==> src/rtl/mem_loader_pkg.sv <==
// mem_loader_pkg: shared types and constants for the byte-stream memory loader.
//   state_t      - loader FSM states
//   HDR_FIELD_W  - width of the address and length header fields (two bytes each)
// Provides fallback values for the global `REG_WIDTH / `MEM_DEPTH defines when
// the surrounding build has not already set them.

`ifndef REG_WIDTH
`define REG_WIDTH 8
`endif

`ifndef MEM_DEPTH
`define MEM_DEPTH 65536
`endif

package mem_loader_pkg;

    // Address and length are both sent as two little-endian bytes.
    localparam int HDR_FIELD_W = 16;

    typedef enum logic [3:0] {
        IDLE,
        ADDR_LO,
        ADDR_HI,
        LEN_LO,
        LEN_HI,
        DATA,
        CSUM,
        DONE,
        ERR
    } state_t;

endpackage

==> src/rtl/mem_loader_if.sv <==
// mem_loader_if: byte-stream input and RAM write port of the memory loader.
//   in_valid/in_data/in_ready - valid/ready byte stream from the host link
//   mem_we/mem_addr/mem_wdata - single-byte RAM write port
// Modports:
//   master - the loader (consumes the stream, drives the RAM port)
//   slave  - the host/RAM side

interface mem_loader_if #(
    parameter int DATA_W = `REG_WIDTH,
    parameter int ADDR_W = 16
);
    logic              in_valid;
    logic [DATA_W-1:0] in_data;
    logic              in_ready;
    logic              mem_we;
    logic [ADDR_W-1:0] mem_addr;
    logic [DATA_W-1:0] mem_wdata;

    modport master (
        input  in_valid, in_data,
        output in_ready, mem_we, mem_addr, mem_wdata
    );

    modport slave (
        output in_valid, in_data,
        input  in_ready, mem_we, mem_addr, mem_wdata
    );
endinterface

==> src/rtl/mem_loader.sv <==
// mem_loader: parses framed packets from a valid/ready byte stream and issues
// single-byte RAM writes, holding the CPU in reset while a load is running.
//
// Packet: addr_lo, addr_hi, len_lo, len_hi, payload[len], [checksum]
//
// Ports:
//   i_clk       - system clock, rising edge
//   i_reset_n   - synchronous active-low reset
//   i_load_en   - permits start of a packet (only looked at in IDLE)
//   bus         - mem_loader_if.master: byte stream in, RAM write port out
//   o_cpu_hold  - high from first header byte until DONE/ERR exit
//   o_done      - one-cycle pulse after a successful packet
//   o_error     - sticky fault flag, cleared by reset or next header byte
//
// Build option: define MEM_LOADER_CHECKSUM_EN to add a trailing checksum byte;
// the 8-bit sum of header, payload and checksum must be zero.

module mem_loader
    import mem_loader_pkg::*;
#(
    parameter int DATA_W    = `REG_WIDTH,
    parameter int ADDR_W    = HDR_FIELD_W,
    parameter int MEM_DEPTH = `MEM_DEPTH
) (
    input  logic         i_clk,
    input  logic         i_reset_n,
    input  logic         i_load_en,
    mem_loader_if.master bus,
    output logic         o_cpu_hold,
    output logic         o_done,
    output logic         o_error
);

    // One past the last writable address; 17 bits so a full 64K depth fits.
    localparam logic [ADDR_W:0] DEPTH_LIM = (ADDR_W+1)'(MEM_DEPTH);

`ifdef MEM_LOADER_CHECKSUM_EN
    localparam state_t PAYLOAD_END = CSUM;
`else
    localparam state_t PAYLOAD_END = DONE;
`endif

    state_t                 r_state;
    logic [ADDR_W-1:0]      r_addr;
    logic [HDR_FIELD_W-1:0] r_remain;
    logic [DATA_W-1:0]      r_len_lo;
    logic                   r_we;
    logic [ADDR_W-1:0]      r_mem_addr;
    logic [DATA_W-1:0]      r_wdata;
    logic                   r_cpu_hold;
    logic                   r_done;
    logic                   r_error;

    logic                   w_ready;
    logic                   w_accept;
    logic                   w_in_range;
    logic [HDR_FIELD_W-1:0] w_len;

    // in_ready is decoded from state so header and payload bytes stream at
    // one per cycle with no bubble. Forced low while reset is asserted.
    always_comb begin
        w_ready = 1'b0;
        if (i_reset_n) begin
            case (r_state)
                IDLE:                          w_ready = i_load_en;
                ADDR_HI, LEN_LO, LEN_HI, DATA: w_ready = 1'b1;
`ifdef MEM_LOADER_CHECKSUM_EN
                CSUM:                          w_ready = 1'b1;
`endif
                default:                       w_ready = 1'b0;
            endcase
        end
    end

    assign w_accept   = bus.in_valid & w_ready;
    assign w_in_range = ({1'b0, r_addr} < DEPTH_LIM);
    assign w_len      = {bus.in_data, r_len_lo};

`ifdef MEM_LOADER_CHECKSUM_EN
    logic [DATA_W-1:0] r_csum;
    logic [DATA_W-1:0] w_csum_next;

    assign w_csum_next = r_csum + bus.in_data;

    // Running sum of every accepted byte; restarts on the first header byte.
    always_ff @(posedge i_clk) begin
        if (!i_reset_n) begin
            r_csum <= '0;
        end else if (w_accept) begin
            r_csum <= (r_state == IDLE) ? bus.in_data : w_csum_next;
        end
    end
`endif

    always_ff @(posedge i_clk) begin
        if (!i_reset_n) begin
            r_state    <= IDLE;
            r_addr     <= '0;
            r_remain   <= '0;
            r_len_lo   <= '0;
            r_we       <= 1'b0;
            r_mem_addr <= '0;
            r_wdata    <= '0;
            r_cpu_hold <= 1'b0;
            r_done     <= 1'b0;
            r_error    <= 1'b0;
        end else begin
            r_we   <= 1'b0;
            r_done <= 1'b0;
            case (r_state)
                IDLE: begin
                    if (w_accept) begin
                        r_addr     <= {{(ADDR_W-DATA_W){1'b0}}, bus.in_data};
                        r_cpu_hold <= 1'b1;
                        r_error    <= 1'b0;
                        r_state    <= ADDR_HI;
                    end
                end
                ADDR_HI: begin
                    if (w_accept) begin
                        r_addr[ADDR_W-1:DATA_W] <= bus.in_data;
                        r_state                 <= LEN_LO;
                    end
                end
                LEN_LO: begin
                    if (w_accept) begin
                        r_len_lo <= bus.in_data;
                        r_state  <= LEN_HI;
                    end
                end
                LEN_HI: begin
                    if (w_accept) begin
                        r_remain <= w_len;
                        r_state  <= (w_len == '0) ? PAYLOAD_END : DATA;
                    end
                end
                DATA: begin
                    if (w_accept) begin
                        if (w_in_range) begin
                            r_we       <= 1'b1;
                            r_mem_addr <= r_addr;
                            r_wdata    <= bus.in_data;
                            r_addr     <= r_addr + 1'b1;  // wraps mod 2^ADDR_W
                            r_remain   <= r_remain - 1'b1;
                            if (r_remain == HDR_FIELD_W'(1))
                                r_state <= PAYLOAD_END;
                        end else begin
                            // Offending byte is swallowed; the rest of the
                            // payload is left for the host to discard.
                            r_error <= 1'b1;
                            r_state <= ERR;
                        end
                    end
                end
`ifdef MEM_LOADER_CHECKSUM_EN
                CSUM: begin
                    if (w_accept) begin
                        if (w_csum_next == '0) begin
                            r_state <= DONE;
                        end else begin
                            r_error <= 1'b1;
                            r_state <= ERR;
                        end
                    end
                end
`endif
                // Reached the cycle after the final write, so done and the
                // cpu_hold release always trail the last mem_we.
                DONE: begin
                    r_done     <= 1'b1;
                    r_cpu_hold <= 1'b0;
                    r_state    <= IDLE;
                end
                ERR: begin
                    r_cpu_hold <= 1'b0;
                    r_state    <= IDLE;
                end
                default: r_state <= IDLE;
            endcase
        end
    end

    assign bus.in_ready  = w_ready;
    assign bus.mem_we    = r_we;
    assign bus.mem_addr  = r_mem_addr;
    assign bus.mem_wdata = r_wdata;
    assign o_cpu_hold    = r_cpu_hold;
    assign o_done        = r_done;
    assign o_error       = r_error;

endmodule

==> src/flat_wrapper.sv <==
// flat-port wrapper written by rule: the top's interface ports become plain ports
module mem_loader_flat import mem_loader_pkg::*;
#(
    parameter int DATA_W    = `REG_WIDTH,
    parameter int ADDR_W    = HDR_FIELD_W,
    parameter int MEM_DEPTH = `MEM_DEPTH
)
  (i_clk, i_reset_n, i_load_en, o_cpu_hold, o_done, o_error, bus_in_valid, bus_in_data, bus_in_ready, bus_mem_we, bus_mem_addr, bus_mem_wdata);
  mem_loader_if #(.DATA_W(DATA_W), .ADDR_W(ADDR_W)) bus_i ();
  input  logic i_clk;
  input  logic i_reset_n;
  input  logic i_load_en;
  output logic o_cpu_hold;
  output logic o_done;
  output logic o_error;
  input wire logic [$bits(bus_i.in_valid)-1:0] bus_in_valid;
  input wire logic [$bits(bus_i.in_data)-1:0] bus_in_data;
  output wire logic [$bits(bus_i.in_ready)-1:0] bus_in_ready;
  output wire logic [$bits(bus_i.mem_we)-1:0] bus_mem_we;
  output wire logic [$bits(bus_i.mem_addr)-1:0] bus_mem_addr;
  output wire logic [$bits(bus_i.mem_wdata)-1:0] bus_mem_wdata;
  assign bus_i.in_valid = bus_in_valid;
  assign bus_i.in_data = bus_in_data;
  assign bus_in_ready = bus_i.in_ready;
  assign bus_mem_we = bus_i.mem_we;
  assign bus_mem_addr = bus_i.mem_addr;
  assign bus_mem_wdata = bus_i.mem_wdata;
  mem_loader #(.DATA_W(DATA_W), .ADDR_W(ADDR_W), .MEM_DEPTH(MEM_DEPTH)) u_core (.i_clk(i_clk), .i_reset_n(i_reset_n), .i_load_en(i_load_en), .bus(bus_i), .o_cpu_hold(o_cpu_hold), .o_done(o_done), .o_error(o_error));
endmodule
==> config.mk <==
export PLATFORM = sky130hd
export DESIGN_NAME = mem_loader_flat
export DESIGN_NICKNAME = d
export VERILOG_FILES = /design/src/rtl/mem_loader_pkg.sv /design/src/rtl/mem_loader_if.sv /design/src/rtl/mem_loader.sv /design/src/flat_wrapper.sv
export SDC_FILE = /design/constraint.sdc
export NUM_CORES = 1
export LEC_CHECK = 0
export ABC_CLOCK_PERIOD_IN_PS = 2500
export BUFFER_PORTS_ARGS = -buffer_cell sky130_fd_sc_hd__buf_2
export CAP_MARGIN = 20
export CORE_UTILIZATION = 45
export DETAILED_ROUTE_END_ITERATION = 10
export REMOVE_ABC_BUFFERS = 1
export SYNTH_ARGS = -nofsm -noshare
export SYNTH_HDL_FRONTEND = slang
export SYNTH_SLANG_ARGS = --single-unit
==> constraint.sdc <==
create_clock -name i_clk -period 2.5 [get_ports i_clk]
set_input_delay 0.25 -clock i_clk [delete_from_list [all_inputs] [get_ports i_clk]]
set_output_delay 0.25 -clock i_clk [all_outputs]
set_load 0.01 [all_outputs]
Word level (Yosys, flattened, before mapping)
Index checks and enable logic that the tools add are counted.

word-level totals
  register bits after elaboration = 71
  word-level logic and storage cells = 64
  input bits = 12
  output and inout port bits = 29

cells by class
  eq/ne operators = 13
  add/sub/neg operators = 2
  bitwise gates (word level) = 1
  multiplexer cells = 22
  reductions and logical operators = 16

operators with widths
  cell                     count
  $mux W16                 4
  $pmux W16 S2             1
  $mux W4                  6
  $pmux W8 S3              1
  $pmux W4 S5              1
  $add A16 B1 Y16 const B  1
  $eq A16 B1 Y1 const B    1
  $logic_not A16 Y1        1
  $pmux W8 S2              1
  $sub A16 B1 Y16 const B  1
  $eq A4 B3 Y1 const B     3
  $ne A2 B1 Y1 const B     6
  $eq A4 B2 Y1 const B     2
  $mux W8                  1
  $reduce_and A2 Y1        4
  $reduce_and A3 Y1        2
  $reduce_and A6 Y1        1
  $reduce_bool A2 Y1       3
  $eq A4 B4 Y1 const B     1
  $logic_not A4 Y1         1
  $mux W1                  4
  $pmux W1 S2              2
  $reduce_and A4 Y1        1
  $reduce_or A4 Y1         1
  other kinds (4)          4

Longest topological paths before layout
Gate-level depths: netlist of run 1.

  depth after elaboration = 7
  gate-level depth with buffers = 8
  depth with buffers taken out = 6

Worst setup path before layout of run 1
Ideal clock, no wire load.

  kind = register to register
  from = register u_core.r_remain[0]
  to = register u_core.r_remain[12]
  data required time = 2.430 ns
  setup time = 0.070 ns
  clock period less this slack = 1.930 ns
  arrival = 1.860 ns
  path slack = 0.570 ns
  path buffers = 1
  stages on the path, launching flop included = 8
  cells stage by stage = dfxtp_1 > inv_1 > ha_1 > or3b_1 > clkbuf_1 > o41a_1 > or3_1 > a21oi_1

between the ends
  longest elaborated chain between the ends = 3

RTL lines
  item                      line               source
  start: declaration        mem_loader.sv:45   logic [HDR_FIELD_W-1:0] r_remain;
  start signal: assignment  mem_loader.sv:133  r_remain <= w_len;
  start signal: assignment  mem_loader.sv:144  r_remain <= r_remain - 1'b1;
  $sub A16 B1 Y16           mem_loader.sv:144
  $mux W16                  mem_loader.sv:138  if (w_accept) begin
  $pmux W16 S2              mem_loader.sv:110  case (r_state)

Every way passes these cells. The select of a mux whose other input is x is not followed.
A chain may end at the register's enable or synchronous reset.

Final worst setup path of run 1
Ends and elaborated chain as after synthesis.

==> results of run 1 <==
==> layer usage <==
layer,up-vias,wire length [µm],track usage (%)
met1,1702,4850,34.7
met3,23,526,3.43
met2,129,4450,38.3
met5,-,0,0
met4,0,183,8.60
li1,1764,-,-
==> how the worst min path moves through the flow <==
stage	slack (ns)	from	to
floorplan	0.37	i_reset_n	u_core.r_addr[7]
global placement	0.44	u_core.bus.mem_addr[14]	u_core.bus.mem_addr[14]
detailed placement	0.44	u_core.bus.mem_wdata[6]	u_core.bus.mem_wdata[6]
CTS	0.19	bus_in_data[5]	u_core.bus.mem_wdata[5]
global route	0.22	bus_in_data[7]	u_core.bus.mem_wdata[7]
finish	0.20	bus_in_data[5]	u_core.bus.mem_wdata[5]
==> flip-flops by register name, summed over array words and instances (netlist names) <==
register / flops
u_core.o_cpu_hold: 1
u_core.r_addr: 16
u_core.r_len_lo: 8
u_core.r_state: 3
u_core.bus.mem_wdata: 8
u_core.bus.mem_addr: 16
u_core.r_remain: 16
u_core.bus.mem_we: 1
u_core.o_done: 1
==> stage by stage <==
step | utilization (%) | setup slack, ns | hold slack [ns]
4_1_cts | 53.2 | 0.470 | 0.192
5_1_grt | 53.2 | 0.350 | 0.219
2_1_floorplan | - | 0.127 | 0.368
3_3_place_gp | 50.8 | 0.539 | 0.439
6_report | 53.2 | 0.457 | 0.198
3_5_place_dp | 50.8 | 0.507 | 0.445
==> synth_stat cells, types with 3 or more instances <==
cell type,instances,share of area [%]
a211oi_1,3,0.62
a21oi_1,53,7.4
a311oi_1,7,1.7
a31oi_1,9,1.6
and2_1,9,1.6
and3_1,5,0.87
buf_1,4,0.42
buf_2,6,0.83
clkbuf_1,24,2.5
dfxtp_1,70,39
ha_1,3,1.0
inv_1,7,0.73
mux2i_1,11,3.1
nand2_1,79,8.2
nand3_1,12,1.7
nand4_1,4,0.69
nor2_1,25,2.6
nor2b_1,3,0.52
nor3_1,10,1.4
nor3b_1,5,1.0
nor4_1,13,2.3
o21a_1,3,0.62
o21ai_0,30,4.2
o31a_1,5,1.2
o31ai_1,6,1.2
or3_1,4,0.69
or3_2,3,0.62
or4_1,5,1.0
==> power groups by stage <==
stage / registers [µW] / clock network, µW / logic [µW]
after floorplan: 1170 / 0 / 80.4
after global placement: 1170 / 0 / 151
after detailed placement: 1170 / 0 / 151
after CTS: 1150 / 920 / 152
after global routing: 1150 / 970 / 169
final: 1150 / 901 / 153
==> cell families after synthesis <==
family / Yosys count
simple gates: 196
compound gates: 140
flops: 70
buf+inv: 43
mux: 12
fa+ha+maj: 3
other cells: 1
==> critical path, stage by stage, from the launching register on <==
cell	delay, ns
dfxtp_1	0.35
inv_1	0.10
ha_1	0.20
or3b_1	0.44
o41a_1	0.41
or3_1	0.35
a21oi_1	0.12
==> cell type report <==
type	instances	area, µm²
Tap cell	102	128
Multi-Input combinational cell	352	2030
Timing Repair Buffer	57	330
Sequential cell	70	1400
Fill cell	758	3610
Clock inverter	6	62.6
Inverter	8	30.0
Clock buffer	10	128
==> metrics.csv, run 1 <==
stage,metric,value,unit
cells_and_area,areaGrowthSynthToFinish,14.0,%
power,p_total,2200,µW
cells_and_area,fin_area,4110,µm²
power,seq_power_share,52.1,%
global_routing,grt_pass1_vias,3252,
clocking,clock-sinks,70,
yosys,synth_top_family_by_area,simple AND/OR/NAND/NOR gates,
yosys,yosys.area_share.adder,1.04,%
placement,place_inst,589,
drt,viasPerCell,5.98,
clocking,root_buffer,clkbuf_8,
critical_path,worstPathRequired,2.77,ns
timing,worst_slew_pin_slew,0.704,ns
critical_path,end_kind,flop,
yosys,synth.mux.area_fraction,3.36,%
critical_path,start_kind,flop,
yosys,synth.distinct_cells,63,
drt,routedWlPerCell,16.6,µm
floorplanning,io_pins,41,
yosys,synth_compound_area_share,24.2,%
clocking,htreeDepth,3,
critical_path,endpoint,u_core.r_remain[12],
cells_and_area,nets,513,
cells_and_area,mostFrequentLayoutCells,"79 x nand2_1, 70 x dfxtp_1, 53 x a21oi_1, 39 x buf_2, 30 x o21ai_0",
critical_path,r2r-start,u_core.r_remain[0],
drt,drc,0,
yosys,synth_flop_cell,dfxtp_1,
drt,drt_iter0_drc,284,
placement,dp_hpwl,6920,µm
run_status,status,finished clean,
power,p_leak,0.00152,µW
timing,finalHoldViolCount,0,
power,p_per_area,536,nW/µm²
clocking,cts_resized,0,
floorplanning,rows,32,
drt,drt-total-wl,10000,µm
yosys,ys_warn_count,0,
yosys,yosys.area_share.simple,27.6,%
power,peakVddDrop,0.335,mV
job,cap_viol_max_count,0,
yosys,synth_cells,465,
hold_path,hold_path_depth,3,
clocking,path_clk_slew,0.08,ns
cells_and_area,drive_above_1_share,16.7,%
global_routing,grt_usage,24.6,%
yosys,synth-xor-area-share,0,%
clocking,cts_tree,built,
timing,fin_tns_setup,0,ns
critical_path,path_class,reg2reg,
floorplanning,start_util,46.7,%
global_routing,grt_remaining_overflow,0,
critical_path,reg2regPathDepth,6,
floorplanning,fp.dieH,91.5,µm
global_routing,grt_max_degree,42,
clocking,clk_latency,0.34,ns
timing,period_minus_slack,2.04,ns
critical_path,cp_max_fo,6,
floorplanning,die-area,8380,µm²
clocking,post_cts_buffers,0,
critical_path,worst_ep_arrival_time,2.32,ns
yosys,syn_area,3610,µm²
placement,place_congestion,0.886,
hold_path,hold_class,in2reg,
timing,maxSlewHeadroom,52.7,%
yosys,avgSynthCellArea,7.76,µm²
timing,fin_worst_skew,0.00403,ns
power,power_switching,561,µW
global_routing,grt_pass1_wl,16500,µm
yosys,ys_seq_area_share,38.8,%
timing,rsz0062_at_grt,no,
yosys,synth_edf_count,0,
timing,finalSetupViolCount,0,
placement,dpl-instance-area,3920,µm²
placement,port_buffers,39,
clocking,cts.path.max_buffers,2,
clocking,hold_buffers,0,
drt,drtAntennaViolNets,0,
cells_and_area,fin_cells,605,
floorplanning,core_area,7730,µm²
global_routing,antenna_found_initial,0,
power,internal_power,1640,µW
power,pwr-share-clk,40.9,%
yosys,postSynth.asyncResetShare,0,%
drt,route.vias.total,3618,
timing,period_share,81.7,%
power,swShare,25.4,%
clocking,cts_made_buffers,9,
critical_path,crit_start,u_core.r_remain[0],
cells_and_area,final_common_cell,nand2_1,
drt,first_pass_iters,5,
critical_path,r2r_slack,0.46,ns
critical_path,rr_endpoint,u_core.r_remain[12],
power,p_comb_share,7.0,%
floorplanning,dieWidth,91.5,µm
yosys,ys_ff_latch,70,
timing,fmax,490,MHz
cells_and_area,diodes,0,
timing,slew_viol_final,0,
Note: power is estimated with default switching activity, not from simulation.
==> run 2, diff against run 1 <==
- ABC_CLOCK_PERIOD_IN_PS: 2500 -> 1700
- PLACE_DENSITY: default -> 0.66
- clock period: 2.5 -> 1.7 ns (I/O delays scaled with it)
==> run 2 against run 1 <==
  * The run now ends with negative setup slack left
  * Sequential share of layout area decreased by 5.2 points
  * Fmax increased by 8.6%
  * Register-to-register slack got worse by 0.64 ns
  * Critical path depth unchanged
  * Via count increased by 10%
  * Non-clock buffer count increased by 71
  * Sequential power increased by 46%
  * Hold slack got worse by 0.076 ns
  * Clock power increased by 82%
  * Sequential cell count unchanged
  * Clock skew increased by 0.0037 ns
==> metrics.csv, run 2 (same netlist as run 1, synthesis figures left out) <==
stage,metric,value,unit
run_status,status,finished with violations,
run_status,violations,negative setup slack,
timing,fmax,532,MHz
clocking,clock-sinks,70,
cells_and_area,diodes,0,
drt,routedWlPerCell,17.3,µm
timing,period_minus_slack,1.88,ns
timing,worst_slew_pin_slew,0.590,ns
floorplanning,io_pins,41,
timing,worst_slack,-0.180,ns
critical_path,end_kind,flop,
timing,slew_viol_final,0,
job,cap_viol_max_count,0,
cells_and_area,fin_cells,675,
clocking,cts_made_buffers,9,
timing,maxSlewHeadroom,60.4,%
global_routing,grt_usage,28.0,%
floorplanning,rows,32,
drt,viasPerCell,5.89,
timing,finalSetupViolCount,6,
placement,place_congestion,0.913,
placement,dp_slack,-0.228,ns
cells_and_area,areaGrowthSynthToFinish,36.2,%
placement,port_buffers,39,
clocking,clk_latency,0.35,ns
clocking,htreeDepth,3,
floorplanning,dieWidth,91.5,µm
cells_and_area,drive_above_1_share,33.3,%
timing,finalHoldViolCount,0,
placement,place_inst,645,
timing,rsz0062_at_grt,yes,
timing,period_share,111,%
timing,hold_slack,0.122,ns
clocking,path_clk_slew,0.08,ns
power,peakVddDrop,0.436,mV
global_routing,grt_pass1_vias,3766,
floorplanning,start_util,46.7,%
critical_path,worst_ep_arrival_time,2.15,ns
drt,drtAntennaViolNets,0,
critical_path,worstPathRequired,1.97,ns
hold_path,hold_class,in2reg,
timing,fin_worst_skew,0.00776,ns
cells_and_area,nFillCells,648,
clocking,cts.path.max_buffers,2,
clocking,cts_tree,built,
drt,first_pass_iters,5,
drt,route.vias.total,3979,
global_routing,grt_pass1_wl,18600,µm
critical_path,start_kind,flop,
global_routing,antenna_found_initial,0,
cells_and_area,final_common_cell,buf_4,
global_routing,grt_max_degree,32,
critical_path,cp_max_fo,3,
drt,drc,0,
drt,drt_iter0_drc,219,
placement,dp_hpwl,8040,µm
drt,drt-total-wl,11700,µm
cells_and_area,nets,584,
power,p_per_area,738,nW/µm²
floorplanning,die-area,8380,µm²
global_routing,grt_remaining_overflow,0,
floorplanning,core_area,7730,µm²
critical_path,path_class,reg2reg,
floorplanning,fp.dieH,91.5,µm
clocking,root_buffer,clkbuf_8,
cells_and_area,mostFrequentLayoutCells,"82 x buf_4, 79 x nand2_1, 62 x dfxtp_1, 51 x a21oi_1, 39 x buf_2",
power,p_leak,0.00193,µW
run 2: changes by cell type in the layout (fill, tap and decap cells not counted), moves of 5 or more:
cell / delta
buf_4: +64
dfxtp_2: +6
buf_6: +5
dfxtp_1: -8
run 2: worst paths after layout:
| path | startpoint | endpoint | slack (ns) | depth (start not counted) |
|---|---|---|---|---|
| min | bus_in_data[7] | u_core.bus.mem_wdata[7] | 0.12 | 3 |
| max reg2reg | u_core.r_remain[1] | u_core.r_remain[12] | -0.18 | 6 |
| min reg2reg | u_core.bus.mem_addr[1] | u_core.bus.mem_addr[1] | 0.45 | 2 |
| max | u_core.r_remain[1] | u_core.r_remain[12] | -0.18 | 6 |
run 2: layout make-up:
class | count | area (µm²) | area share, %
multi-input combinational | 352 | 2200 | 44.7
sequential | 70 | 1420 | 28.8
timing repair buffer | 128 | 907 | 18.5
tap | 102 | 128 | 2.60
clock buffer | 9 | 124 | 2.52
clock inverter | 6 | 111 | 2.27
inverter | 8 | 30.0 | 0.611
run 2: power by group:
group          switching (µW)  internal [µW]
logic                     183            131
registers                20.5           1660
clock network             671            967
total                     875           2750
run 2: metal layers:
| layer | part of all wire, % | wire [µm] | global-route usage [%] | vias up |
|---|---|---|---|---|
| met3 | 5.5 | 640 | 4.19 | 30 |
| li1 | - | - | - | 1899 |
| met2 | 48 | 5550 | 45.7 | 153 |
| met4 | 2.4 | 282 | 11.6 | 0 |
| met5 | 0 | 0 | 0 | - |
| met1 | 45 | 5200 | 36.7 | 1897 |
run 2: repair_timing:
| item | CTS | global route |
|---|---|---|
| hold buffers | 0 | 0 |
| endpoints found under the setup margin | 23 | 48 |
| gates cloned | 1 | 0 |
| resized for setup | 16 | 42 |
| setup buffers | 4 | 11 |
| pin swaps | 6 | 20 |
run 2: worst max-delay path, cell delays in order (launching register included):
cell	delay, ns
dfxtp_2	0.33
inv_2	0.08
ha_4	0.14
or3b_4	0.38
o41a_1	0.39
or3_1	0.32
a21oi_1	0.16
run 2: per-stage QoR:
stage | utilization [%] | cell area, µm² | setup TNS (ns) | total power (µW)
after global placement | 56.5 | 4370 | -1.55 | 1990
after detailed placement | 56.5 | 4370 | -1.92 | 1990
final | 63.6 | 4910 | -0.623 | 3630
after CTS | 60.7 | 4690 | -0.615 | 3610
after floorplan | - | 3460 | -24.89 | 1840
after global routing | 63.6 | 4910 | -1.15 | 3740
